**config.mk**
```make
export PLATFORM = sky130hd
export DESIGN_NAME = ui_mmio_controller_flat
export DESIGN_NICKNAME = d
export VERILOG_FILES = /design/src/rtl/ui_mmio_controller_if.sv /design/src/rtl/ui_mmio_controller.sv /design/src/flat_wrapper.sv
export SDC_FILE = /design/constraint.sdc
export NUM_CORES = 1
export LEC_CHECK = 0
export BUFFER_PORTS_ARGS = -buffer_cell sky130_fd_sc_hd__buf_2
export CAP_MARGIN = 15
export CORE_MARGIN = 2
export CORE_UTILIZATION = 55
export DETAILED_ROUTE_END_ITERATION = 7
export GPL_ROUTABILITY_DRIVEN = 0
export PLACE_DENSITY = 0.81
export REMOVE_ABC_BUFFERS = 1
export SLEW_MARGIN = 20
export SYNTH_ARGS = -nofsm -noshare
export SYNTH_HDL_FRONTEND = slang
export SYNTH_SLANG_ARGS = --single-unit
```
**constraint.sdc**
```tcl
create_clock -name clk -period 4.48 [get_ports clk]
set_input_delay 0.224 -clock clk [delete_from_list [all_inputs] [get_ports clk]]
set_output_delay 0.224 -clock clk [all_outputs]
set_load 0.05 [all_outputs]
```
**src/rtl/ui_mmio_controller_if.sv**
```systemverilog
// ----------------------------------------------------------------------------
// ui_mmio_controller_if
// Processor-side IO bus between the address-decode path and the UI peripheral.
//   addr     byte address of the current access
//   wrtData  store data
//   wrtEn    store strobe, sampled at posedge clk
//   rdData   combinational read data for addr
//   hit      combinational address-match flag
// master: processor/IO path side; slave: peripheral side.
// ----------------------------------------------------------------------------
interface ui_mmio_controller_if #(
    parameter int unsigned DBITS = 32
);
    logic [DBITS-1:0] addr;
    logic [DBITS-1:0] wrtData;
    logic             wrtEn;
    logic [DBITS-1:0] rdData;
    logic             hit;

    modport master (
        output addr,
        output wrtData,
        output wrtEn,
        input  rdData,
        input  hit
    );

    modport slave (
        input  addr,
        input  wrtData,
        input  wrtEn,
        output rdData,
        output hit
    );
endinterface

```
**src/rtl/ui_mmio_controller.sv**
```systemverilog
// ----------------------------------------------------------------------------
// ui_mmio_controller
// Memory-mapped user-interface peripheral: debounced keys and switches, sticky
// key-press flags (write-1-to-clear), LED register and seven-segment decode.
// Ports:
//   clk    system clock
//   reset  asynchronous active-low reset
//   bus    IO bus (addr, wrtData, wrtEn in; rdData, hit out, combinational)
//   KEY    raw push buttons, active-low
//   SW     raw switches, active-high
//   LEDR   LED drive, active-high, registered
//   HEX    segment drive, active-low, digit i at [7*i+6:7*i], segment g is MSB
// ----------------------------------------------------------------------------
module ui_mmio_controller #(
    parameter int unsigned DBITS           = 32,
    parameter int unsigned NUM_KEYS        = 4,
    parameter int unsigned NUM_SW          = 10,
    parameter int unsigned NUM_LEDR        = 10,
    parameter int unsigned NUM_HEX         = 6,
    parameter int unsigned DEBOUNCE_CYCLES = 16,
    parameter logic [31:0] ADDR_HEX        = 32'hF000_0000,
    parameter logic [31:0] ADDR_LEDR       = 32'hF000_0004,
    parameter logic [31:0] ADDR_KEY        = 32'hF000_0010,
    parameter logic [31:0] ADDR_SW         = 32'hF000_0014,
    parameter logic [31:0] ADDR_KEYEDGE    = 32'hF000_0018
) (
    input  logic                   clk,
    input  logic                   reset,
    ui_mmio_controller_if.slave    bus,
    input  logic [NUM_KEYS-1:0]    KEY,
    input  logic [NUM_SW-1:0]      SW,
    output logic [NUM_LEDR-1:0]    LEDR,
    output logic [7*NUM_HEX-1:0]   HEX
);

    localparam int unsigned CntW   = (DEBOUNCE_CYCLES > 1) ? $clog2(DEBOUNCE_CYCLES) : 1;
    localparam logic [CntW-1:0] CntMax = CntW'(DEBOUNCE_CYCLES - 1);
    localparam int unsigned HexW   = 4 * NUM_HEX;

    // ------------------------------------------------------------------
    // Address decode
    // ------------------------------------------------------------------
    logic sel_hex, sel_ledr, sel_key, sel_sw, sel_keyedge;

    assign sel_hex     = (bus.addr == DBITS'(ADDR_HEX));
    assign sel_ledr    = (bus.addr == DBITS'(ADDR_LEDR));
    assign sel_key     = (bus.addr == DBITS'(ADDR_KEY));
    assign sel_sw      = (bus.addr == DBITS'(ADDR_SW));
    assign sel_keyedge = (bus.addr == DBITS'(ADDR_KEYEDGE));

    // ------------------------------------------------------------------
    // State
    // ------------------------------------------------------------------
    logic [HexW-1:0]                    hex_q, hex_d;
    logic [NUM_LEDR-1:0]                led_q, led_d;

    logic [NUM_KEYS-1:0]                key_meta_q, key_sync_q;
    logic [NUM_KEYS-1:0]                key_stable_q, key_stable_d;
    logic [NUM_KEYS-1:0]                key_prev_q;
    logic [NUM_KEYS-1:0][CntW-1:0]      key_cnt_q, key_cnt_d;
    logic [NUM_KEYS-1:0]                key_edge_q, key_edge_d;

    logic [NUM_SW-1:0]                  sw_meta_q, sw_sync_q;
    logic [NUM_SW-1:0]                  sw_stable_q, sw_stable_d;
    logic [NUM_SW-1:0][CntW-1:0]        sw_cnt_q, sw_cnt_d;

    logic [NUM_KEYS-1:0]                key_pressed;
    logic [NUM_KEYS-1:0]                key_rise;
    logic [NUM_KEYS-1:0]                key_clr;

    // Keys are active-low on the pins; everything after the synchroniser
    // works in "pressed = 1" terms.
    assign key_pressed = ~key_sync_q;

    // ------------------------------------------------------------------
    // Debounce: a channel accepts a new level only after the synced value
    // has differed from the stable value for DEBOUNCE_CYCLES consecutive
    // cycles; any return to the stable value restarts the count.
    // ------------------------------------------------------------------
    always_comb begin
        key_stable_d = key_stable_q;
        key_cnt_d    = '0;
        for (int i = 0; i < NUM_KEYS; i++) begin
            if (key_pressed[i] != key_stable_q[i]) begin
                if (key_cnt_q[i] == CntMax) begin
                    key_stable_d[i] = key_pressed[i];
                end else begin
                    key_cnt_d[i] = key_cnt_q[i] + CntW'(1);
                end
            end
        end
    end

    always_comb begin
        sw_stable_d = sw_stable_q;
        sw_cnt_d    = '0;
        for (int i = 0; i < NUM_SW; i++) begin
            if (sw_sync_q[i] != sw_stable_q[i]) begin
                if (sw_cnt_q[i] == CntMax) begin
                    sw_stable_d[i] = sw_sync_q[i];
                end else begin
                    sw_cnt_d[i] = sw_cnt_q[i] + CntW'(1);
                end
            end
        end
    end

    // ------------------------------------------------------------------
    // Edge capture and register writes
    // ------------------------------------------------------------------
    // Press is detected one cycle after the stable level rises; a clear
    // landing on that same cycle loses to the set.
    assign key_rise = key_stable_q & ~key_prev_q;
    assign key_clr  = (bus.wrtEn && sel_keyedge) ? bus.wrtData[NUM_KEYS-1:0] : '0;

    always_comb begin
        key_edge_d = (key_edge_q & ~key_clr) | key_rise;
        hex_d      = hex_q;
        led_d      = led_q;
        if (bus.wrtEn && sel_hex) begin
            hex_d = bus.wrtData[HexW-1:0];
        end
        if (bus.wrtEn && sel_ledr) begin
            led_d = bus.wrtData[NUM_LEDR-1:0];
        end
    end

    always_ff @(posedge clk or negedge reset) begin
        if (!reset) begin
            hex_q        <= '0;
            led_q        <= '0;
            key_meta_q   <= '1;
            key_sync_q   <= '1;
            key_stable_q <= '0;
            key_prev_q   <= '0;
            key_cnt_q    <= '0;
            key_edge_q   <= '0;
            sw_meta_q    <= '0;
            sw_sync_q    <= '0;
            sw_stable_q  <= '0;
            sw_cnt_q     <= '0;
        end else begin
            hex_q        <= hex_d;
            led_q        <= led_d;
            key_meta_q   <= KEY;
            key_sync_q   <= key_meta_q;
            key_stable_q <= key_stable_d;
            key_prev_q   <= key_stable_q;
            key_cnt_q    <= key_cnt_d;
            key_edge_q   <= key_edge_d;
            sw_meta_q    <= SW;
            sw_sync_q    <= sw_meta_q;
            sw_stable_q  <= sw_stable_d;
            sw_cnt_q     <= sw_cnt_d;
        end
    end

    // ------------------------------------------------------------------
    // Read mux (combinational, zero-extended)
    // ------------------------------------------------------------------
    always_comb begin
        bus.rdData = '0;
        if (sel_hex)     bus.rdData = DBITS'(hex_q);
        if (sel_ledr)    bus.rdData = DBITS'(led_q);
        if (sel_key)     bus.rdData = DBITS'(key_stable_q);
        if (sel_sw)      bus.rdData = DBITS'(sw_stable_q);
        if (sel_keyedge) bus.rdData = DBITS'(key_edge_q);
    end

    assign bus.hit = sel_hex | sel_ledr | sel_key | sel_sw | sel_keyedge;

    // Only the low data bits are stored; the rest of the bus is don't-care.
    logic unused_wdata;
    assign unused_wdata = ^bus.wrtData;

    // ------------------------------------------------------------------
    // Outputs
    // ------------------------------------------------------------------
    assign LEDR = led_q;

    function automatic logic [6:0] seg_decode(input logic [3:0] nib);
        logic [6:0] seg;
        case (nib)
            4'h0:    seg = 7'b1000000;
            4'h1:    seg = 7'b1111001;
            4'h2:    seg = 7'b0100100;
            4'h3:    seg = 7'b0110000;
            4'h4:    seg = 7'b0011001;
            4'h5:    seg = 7'b0010010;
            4'h6:    seg = 7'b0000010;
            4'h7:    seg = 7'b1111000;
            4'h8:    seg = 7'b0000000;
            4'h9:    seg = 7'b0010000;
            4'hA:    seg = 7'b0001000;
            4'hB:    seg = 7'b0000011;
            4'hC:    seg = 7'b1000110;
            4'hD:    seg = 7'b0100001;
            4'hE:    seg = 7'b0000110;
            default: seg = 7'b0001110;
        endcase
        return seg;
    endfunction

    always_comb begin
        HEX = '0;
        for (int i = 0; i < NUM_HEX; i++) begin
            HEX[7*i +: 7] = seg_decode(hex_q[4*i +: 4]);
        end
    end

endmodule

```
**src/flat_wrapper.sv**
```systemverilog
// flat-port wrapper written by rule: the top's interface ports become plain ports
module ui_mmio_controller_flat 
#(
    parameter int unsigned DBITS           = 32,
    parameter int unsigned NUM_KEYS        = 4,
    parameter int unsigned NUM_SW          = 10,
    parameter int unsigned NUM_LEDR        = 10,
    parameter int unsigned NUM_HEX         = 6,
    parameter int unsigned DEBOUNCE_CYCLES = 16,
    parameter logic [31:0] ADDR_HEX        = 32'hF000_0000,
    parameter logic [31:0] ADDR_LEDR       = 32'hF000_0004,
    parameter logic [31:0] ADDR_KEY        = 32'hF000_0010,
    parameter logic [31:0] ADDR_SW         = 32'hF000_0014,
    parameter logic [31:0] ADDR_KEYEDGE    = 32'hF000_0018
)
  (clk, reset, KEY, SW, LEDR, HEX, bus_addr, bus_wrtData, bus_wrtEn, bus_rdData, bus_hit);
  ui_mmio_controller_if #(.DBITS(DBITS)) bus_i ();
  input  logic clk;
  input  logic reset;
  input  logic [NUM_KEYS-1:0] KEY;
  input  logic [NUM_SW-1:0] SW;
  output logic [NUM_LEDR-1:0] LEDR;
  output logic [7*NUM_HEX-1:0] HEX;
  input wire logic [$bits(bus_i.addr)-1:0] bus_addr;
  input wire logic [$bits(bus_i.wrtData)-1:0] bus_wrtData;
  input wire logic [$bits(bus_i.wrtEn)-1:0] bus_wrtEn;
  output wire logic [$bits(bus_i.rdData)-1:0] bus_rdData;
  output wire logic [$bits(bus_i.hit)-1:0] bus_hit;
  assign bus_i.addr = bus_addr;
  assign bus_i.wrtData = bus_wrtData;
  assign bus_i.wrtEn = bus_wrtEn;
  assign bus_rdData = bus_i.rdData;
  assign bus_hit = bus_i.hit;
  ui_mmio_controller #(.DBITS(DBITS), .NUM_KEYS(NUM_KEYS), .NUM_SW(NUM_SW), .NUM_LEDR(NUM_LEDR), .NUM_HEX(NUM_HEX), .DEBOUNCE_CYCLES(DEBOUNCE_CYCLES), .ADDR_HEX(ADDR_HEX), .ADDR_LEDR(ADDR_LEDR), .ADDR_KEY(ADDR_KEY), .ADDR_SW(ADDR_SW), .ADDR_KEYEDGE(ADDR_KEYEDGE)) u_core (.clk(clk), .reset(reset), .bus(bus_i), .KEY(KEY), .SW(SW), .LEDR(LEDR), .HEX(HEX));
endmodule
```
# Word level (Yosys, flattened, before mapping)
# Memory sizes are Yosys's and may differ from the RTL's.
# Index checks and enable logic that the tools add are counted.
word_totals:
  latchBits: 0
  n_memories: 6
  romBits: 672
  mem_bits_rw: 0
  regBits: 140
  word_cells: 150
mem_list:
  columns: ["memory", "words", "word_bits", "read_ports", "rd_clocked_by_memory_dff", "wr", "line", "rtl"]
  rows:
  - ["(name not given)", 16, 7, 1, 0, 0, "ui_mmio_controller.sv:183", "case (nib)"]
  - ["(name not given)", 16, 7, 1, 0, 0, "ui_mmio_controller.sv:183", null]
  - ["(name not given)", 16, 7, 1, 0, 0, "ui_mmio_controller.sv:183", null]
  - ["(name not given)", 16, 7, 1, 0, 0, "ui_mmio_controller.sv:183", null]
  - ["(name not given)", 16, 7, 1, 0, 0, "ui_mmio_controller.sv:183", null]
  - ["(name not given)", 16, 7, 1, 0, 0, "ui_mmio_controller.sv:183", null]
classes:
  eq_ne: 33
  muxes: 34
  n_reduce_logical: 17
  magnitude_cmp: 0
  n_div: 0
  shift: 0
  add_sub_neg: 14
  n_mul: 0
  bitwise: 10
op_table:
  columns: ["operator", "count"]
  rows:
  - ["32-bit == test, second input constant", 5]
  - ["24-bit 2-to-1 mux", 5]
  - ["4-bit 2-to-1 mux", 29]
  - ["4-bit by 1-bit adder with 4-bit output, second input constant", 14]
  - ["4-bit == test, second input constant", 14]
  - ["2-bit AND reduction", 14]
  - ["1-bit != test", 14]
  - ["4-bit inverter", 3]
  - ["4-bit bitwise AND", 2]
  - ["1-bit bitwise OR", 4]
  - ["4-bit bitwise OR", 1]
  - ["1-bit logical AND", 3]

# Longest topological paths before layout
logic_depth:
  ltp_word: 6
  ltp_mapped: 6
  mapped_depth_nobuf: 5

# Worst setup path after synthesis
# No wires, ideal clock.
synth_timing:
  kind: "input to output"
  startpoint: "in bus_addr[5]"
  endpoint: "out bus_rdData[12]"
  path_slack_ps: 1536
  arrival_time_ps: 2720
  path_buffers: 2
  stages: 5
  path_cell_list: "or3_1 > clkbuf_1 > or3_1 > buf_2 > nor4_1"
synth_between:
  elab_chain_cells: 6
  elab_cells_between_ends: 10
  cone_classes: "eq/ne: 5; mux: 5"
synth_lines:
  columns: ["item", "line", "rtl"]
  rows:
  - ["start: declaration", "flat_wrapper.sv:24", "input wire logic [$bits(bus_i.addr)-1:0] bus_addr;"]
  - ["32-bit == test", "ui_mmio_controller.sv:45", "assign sel_hex = (bus.addr == DBITS'(ADDR_HEX));"]
  - ["24-bit 2-to-1 mux", "ui_mmio_controller.sv:163", "if (sel_hex) bus.rdData = DBITS'(hex_q);"]
  - ["24-bit 2-to-1 mux", "ui_mmio_controller.sv:164", "if (sel_ledr) bus.rdData = DBITS'(led_q);"]
  - ["24-bit 2-to-1 mux", "ui_mmio_controller.sv:165", "if (sel_key) bus.rdData = DBITS'(key_stable_q);"]
  - ["24-bit 2-to-1 mux", "ui_mmio_controller.sv:166", "if (sel_sw) bus.rdData = DBITS'(sw_stable_q);"]
  - ["24-bit 2-to-1 mux (*)", "ui_mmio_controller.sv:167", "if (sel_keyedge) bus.rdData = DBITS'(key_edge_q);"]
  - ["end: declaration", "flat_wrapper.sv:27", "output wire logic [$bits(bus_i.rdData)-1:0] bus_rdData;"]
# Every way passes the cells marked *; elsewhere a longest branch is shown, timed or not.

# Worst setup path after layout
layout_timing:
  startpoint: "in bus_addr[4]"
  endpoint: "out bus_rdData[7]"
# Same word-level chain as after synthesis.

==> out/summary.log <==
[run_status] result of the run finished clean
[pwr] switching power share of the total 22.5%
[setup_path] maximum fanout encountered on the critical timing path 16
[timing] RSZ-0062 raised after global routing false
[floorplanning] area of the die 14800 um2
[clocking] total of hold buffers inserted after clock tree synthesis 15
[synth] fraction of the mapped netlist area in compound gates 10.1%
[timing] max-slew violation count 0
[synth] Post-synth ARST share 100%
[cells_and_area] Layout Area Growth over Synthesis 20.8%
[timing] Total Neg Setup Slack 0 ps
[floorplanning] core box area 13300 um2
[synth] count of mapped cells out of synthesis 723
[floorplanning] Std-Cell Rows 42
[grt] via count of the first global-routing pass 5550
[synth] Mapped Area 7590 um2
[clocking] CTS Root Cell sky130_fd_sc_hd__clkbuf_16
[clocking] CTS-repair resized insts 0
[grt] global-route wire length before repair 27300 um
[routing] DRT Wirelength 16900 um
[synth] count of cell types in the netlist 48
[synth] combinational family with the most area after synthesis simple AND/OR/NAND/NOR gates
[floorplanning] die boundary height 121 um
[synth] XOR/XNOR share of the synthesized area 3.35%
[synth] count of warnings emitted by yosys 0
[routing] DR vias 5816
[pwr] Final Total Pwr 0.00291 W
[synth] cell with the most instances after synthesis sky130_fd_sc_hd__dfrtp_1
[synth] top cells by area, synth sky130_fd_sc_hd__dfrtp_1 (44%), sky130_fd_sc_hd__ha_1 (8.2%), sky130_fd_sc_hd__a21oi_1 (4.1%)
[setup_path] Critical Path End bus_rdData[7]
[setup_path] Worst Path Arrival 2370 ps
[setup_path] end of the worst register-to-register path u_core.sw_stable_q[9]
[placement] port buffer count 149
[min_path] worst min-delay path category in2reg
[cells_and_area] layout cells sized above 1 27.3%
[cells_and_area] fill count 1037
[clocking] number of H-tree branching levels 4
[synth] number of synthesized flops with an enable pin 0
[clocking] Post-CTS Setup Bufs 0
[clocking] clock latency on the worst-skew pair 420 ps
[setup_path] setup slack of the most critical reg-to-reg path 3220 ps
[synth] library cell occupying the most area in the post-synthesis netlist sky130_fd_sc_hd__dfrtp_1
[setup_path] cells on worst reg2reg path 3
[synth] Syn Area/Cell 10.5 um2
[clocking] maximum clock insertion buffer count 2
[timing] maximum clock frequency 386 MHz
[timing] Worst Max-Slew Pin Slew 1050 ps
[setup_path] cell family with most CP delay simple AND/OR/NAND/NOR gates
[clocking] clock slew seen by the registers of the worst setup and hold paths 60 ps
[setup_path] Slowest cell on crit path sky130_fd_sc_hd__nor3_1
[placement] number of cells in the design after placement 1023
[pwr] power share of the combinational group 6.3%
[routing] count of TritonRoute iterations in the first routing pass 5
[synth] share of synthesized cell area in and, or, nand and nor gates 16.9%
[grt] number of antenna violations at the first check in global routing 2
[setup_path] Worst Path Required 4260 ps
[run] max-cap violations 0
[setup_path] startpoint kind of the worst setup timing path input port
[floorplanning] horizontal die dimension 121 um
[clocking] CTS tree yes
[setup_path] count of buffer and inverter cells on the critical path 2
[grt] GRT Residual Overflow 0
[pwr] Power Internal 0.00225 W
[timing] Fin Hold WS 37.9 ps
[pwr] share of total power in the clock network 47.2%
[clocking] Num Clock Sinks 140
[placement] Detailed Place HPWL 11600 um
[pwr] pwr/cell area 318 nW/um2
[setup_path] classification of the worst setup path in2out
[synth] arithmetic-cell share of the synthesized area counting full adders, half adders and majority gates 8.24%
[grt] pin count of the biggest net entering global routing 111
[setup_path] kind of end point of the critical path primary output
[floorplanning] initial core utilization 56.9%
[synth] number of register bits inferred by synthesis 140
[floorplanning] boundary pin count 166
[clocking] Num CTS Buffers 17
[pwr] fraction of power consumed by sequential logic 46.4%
[cells_and_area] non-filler cells in the finished layout 1071
[timing] final clock skew 8.11 ps
[pwr] VDD IR max 0.409 mV
[timing] min Tclk post-route 2590 ps
[pwr] Static Leak 4.30 nW
[synth] post-synthesis mux area share 10.5%
[pwr] switching power 0.000656 W
[setup_path] Worst path depth 6
[routing] antenna violation net count after detailed routing 0
[synth] share of the synthesized area in the top cell type 43.5%
[routing] drt first-iter violations 360
[timing] post-route worst setup slack 1890 ps
[routing] detailed-route wire length per cell 15.8 um
[timing] Slew Limit Headroom 29.8%
[timing] Fin. Hold Viols 0
[timing] final critical-path share of the clock period 57.8%
[grt] aggregate global-route resource usage 23.8%
[setup_path] Critical path origin bus_addr[4]
[setup_path] most used cell, CP sky130_fd_sc_hd__buf_2
[routing] detailed-route DRC error count 0
[timing] total of endpoints with negative setup slack in the final report 0
[placement] setup slack at placement 1890 ps
[setup_path] RR Startpoint u_core.sw_cnt_q[36]
[setup_path] Critical Path Max Stage Delay 680 ps
[synth] sequential fraction of the synthesis area 46.3%
[setup_path] cells traversed along the worst timing path buf_2, or3b_2, nor3_1, nand2_1, a21oi_1, buf_2
[routing] via count normalized by instance count 5.43
[synth] synth cell count leaders sky130_fd_sc_hd__dfrtp_1 (132), sky130_fd_sc_hd__a21oi_1 (62), sky130_fd_sc_hd__ha_1 (50), sky130_fd_sc_hd__o21ai_0 (48), sky130_fd_sc_hd__inv_1 (47)
[cells_and_area] NumNets Final 1012
[synth] Synth Flop Type sky130_fd_sc_hd__dfrtp_1
-- cell type report --
cell class	count	area [um2]	share of cell area, %
multi-input combinational	510	3750	41.0
sequential	140	3510	38.3
timing repair buffer	165	910	9.92
clock buffer	23	478	5.22
tap	176	220	2.40
inverter	47	176	1.92
clock inverter	9	111	1.22
antenna	1	2.50	0.0273
-- through the flow --
stage / utilization (%) / cell area [um2]
floorplan: - / 7440
CTS: 68.6 / 9160
finish: 68.7 / 9170
detailed placement: 63.1 / 8420
global route: 68.7 / 9170
global placement: 63.1 / 8420
-- cell usage in the layout, fill, tap and decap left out, types with 16 or more instances in the layout --
cell and n:
sky130_fd_sc_hd__buf_2 148, sky130_fd_sc_hd__dfrtp_1 132, sky130_fd_sc_hd__a21oi_1 62, sky130_fd_sc_hd__ha_1 50, sky130_fd_sc_hd__o21ai_0 48, sky130_fd_sc_hd__inv_1 47
sky130_fd_sc_hd__nand2_1 42, sky130_fd_sc_hd__nor2_1 42, sky130_fd_sc_hd__mux2_2 25, sky130_fd_sc_hd__xnor2_1 24, sky130_fd_sc_hd__nor2b_1 22, sky130_fd_sc_hd__nor3b_1 21
sky130_fd_sc_hd__mux2_4 20, sky130_fd_sc_hd__mux2i_1 17, sky130_fd_sc_hd__clkbuf_16 17, sky130_fd_sc_hd__nor3_1 16
-- kinds of logic (layout without fill, tap and decap cells) --
family	Yosys count	in the layout
compound gates	136	136
xor+xnor	29	29
fa+ha+maj	50	50
buf+inv	80	244
flops	140	140
mux	64	64
other cells	1	9
simple gates	223	223
-- registers in the layout, indices dropped and copies added, names as in the netlist, 10 cells and up --
name                cells
u_core.sw_meta_q       10
u_core.LEDR            10
u_core.key_cnt_q       16
u_core.sw_cnt_q        40
u_core.sw_stable_q     10
u_core.sw_sync_q       10
u_core.hex_q           24
-- layer usage --
metal / vias up / share of wire [%] / track usage (%)
met5: - / 0.077 / 0
met4: 2 / 1.3 / 6.90
met3: 23 / 6.2 / 6.39
met2: 167 / 51 / 39.9
met1: 2785 / 42 / 30.3
li1: 2839 / - / -
-- worst min path at each step --
| stage | start | slack (ps) | to | cells after the start |
|---|---|---|---|---|
| 2_1_floorplan | reset | -70 | u_core.LEDR[0] | 0 |
| 3_3_place_gp | KEY[1] | 330 | u_core.key_meta_q[1] | 1 |
| 3_5_place_dp | KEY[3] | 330 | u_core.key_meta_q[3] | 1 |
| 4_1_cts | bus_wrtData[17] | 30 | u_core.hex_q[17] | 2 |
| 5_1_grt | bus_wrtData[22] | 30 | u_core.hex_q[22] | 2 |
| 6_report | bus_wrtData[17] | 40 | u_core.hex_q[17] | 2 |
-- power groups by stage --
| stage | Combinational (W) | Sequential (W) | Clock, W |
|---|---|---|---|
| floorplan | 0.0000908 | 0.00136 | 0 |
| global placement | 0.000168 | 0.00137 | 0 |
| detailed placement | 0.000173 | 0.00137 | 0 |
| CTS | 0.000186 | 0.00135 | 0.00140 |
| global route | 0.000210 | 0.00136 | 0.00146 |
| finish | 0.000184 | 0.00135 | 0.00138 |
No activity file was read; power rests on OpenSTA's default activity.
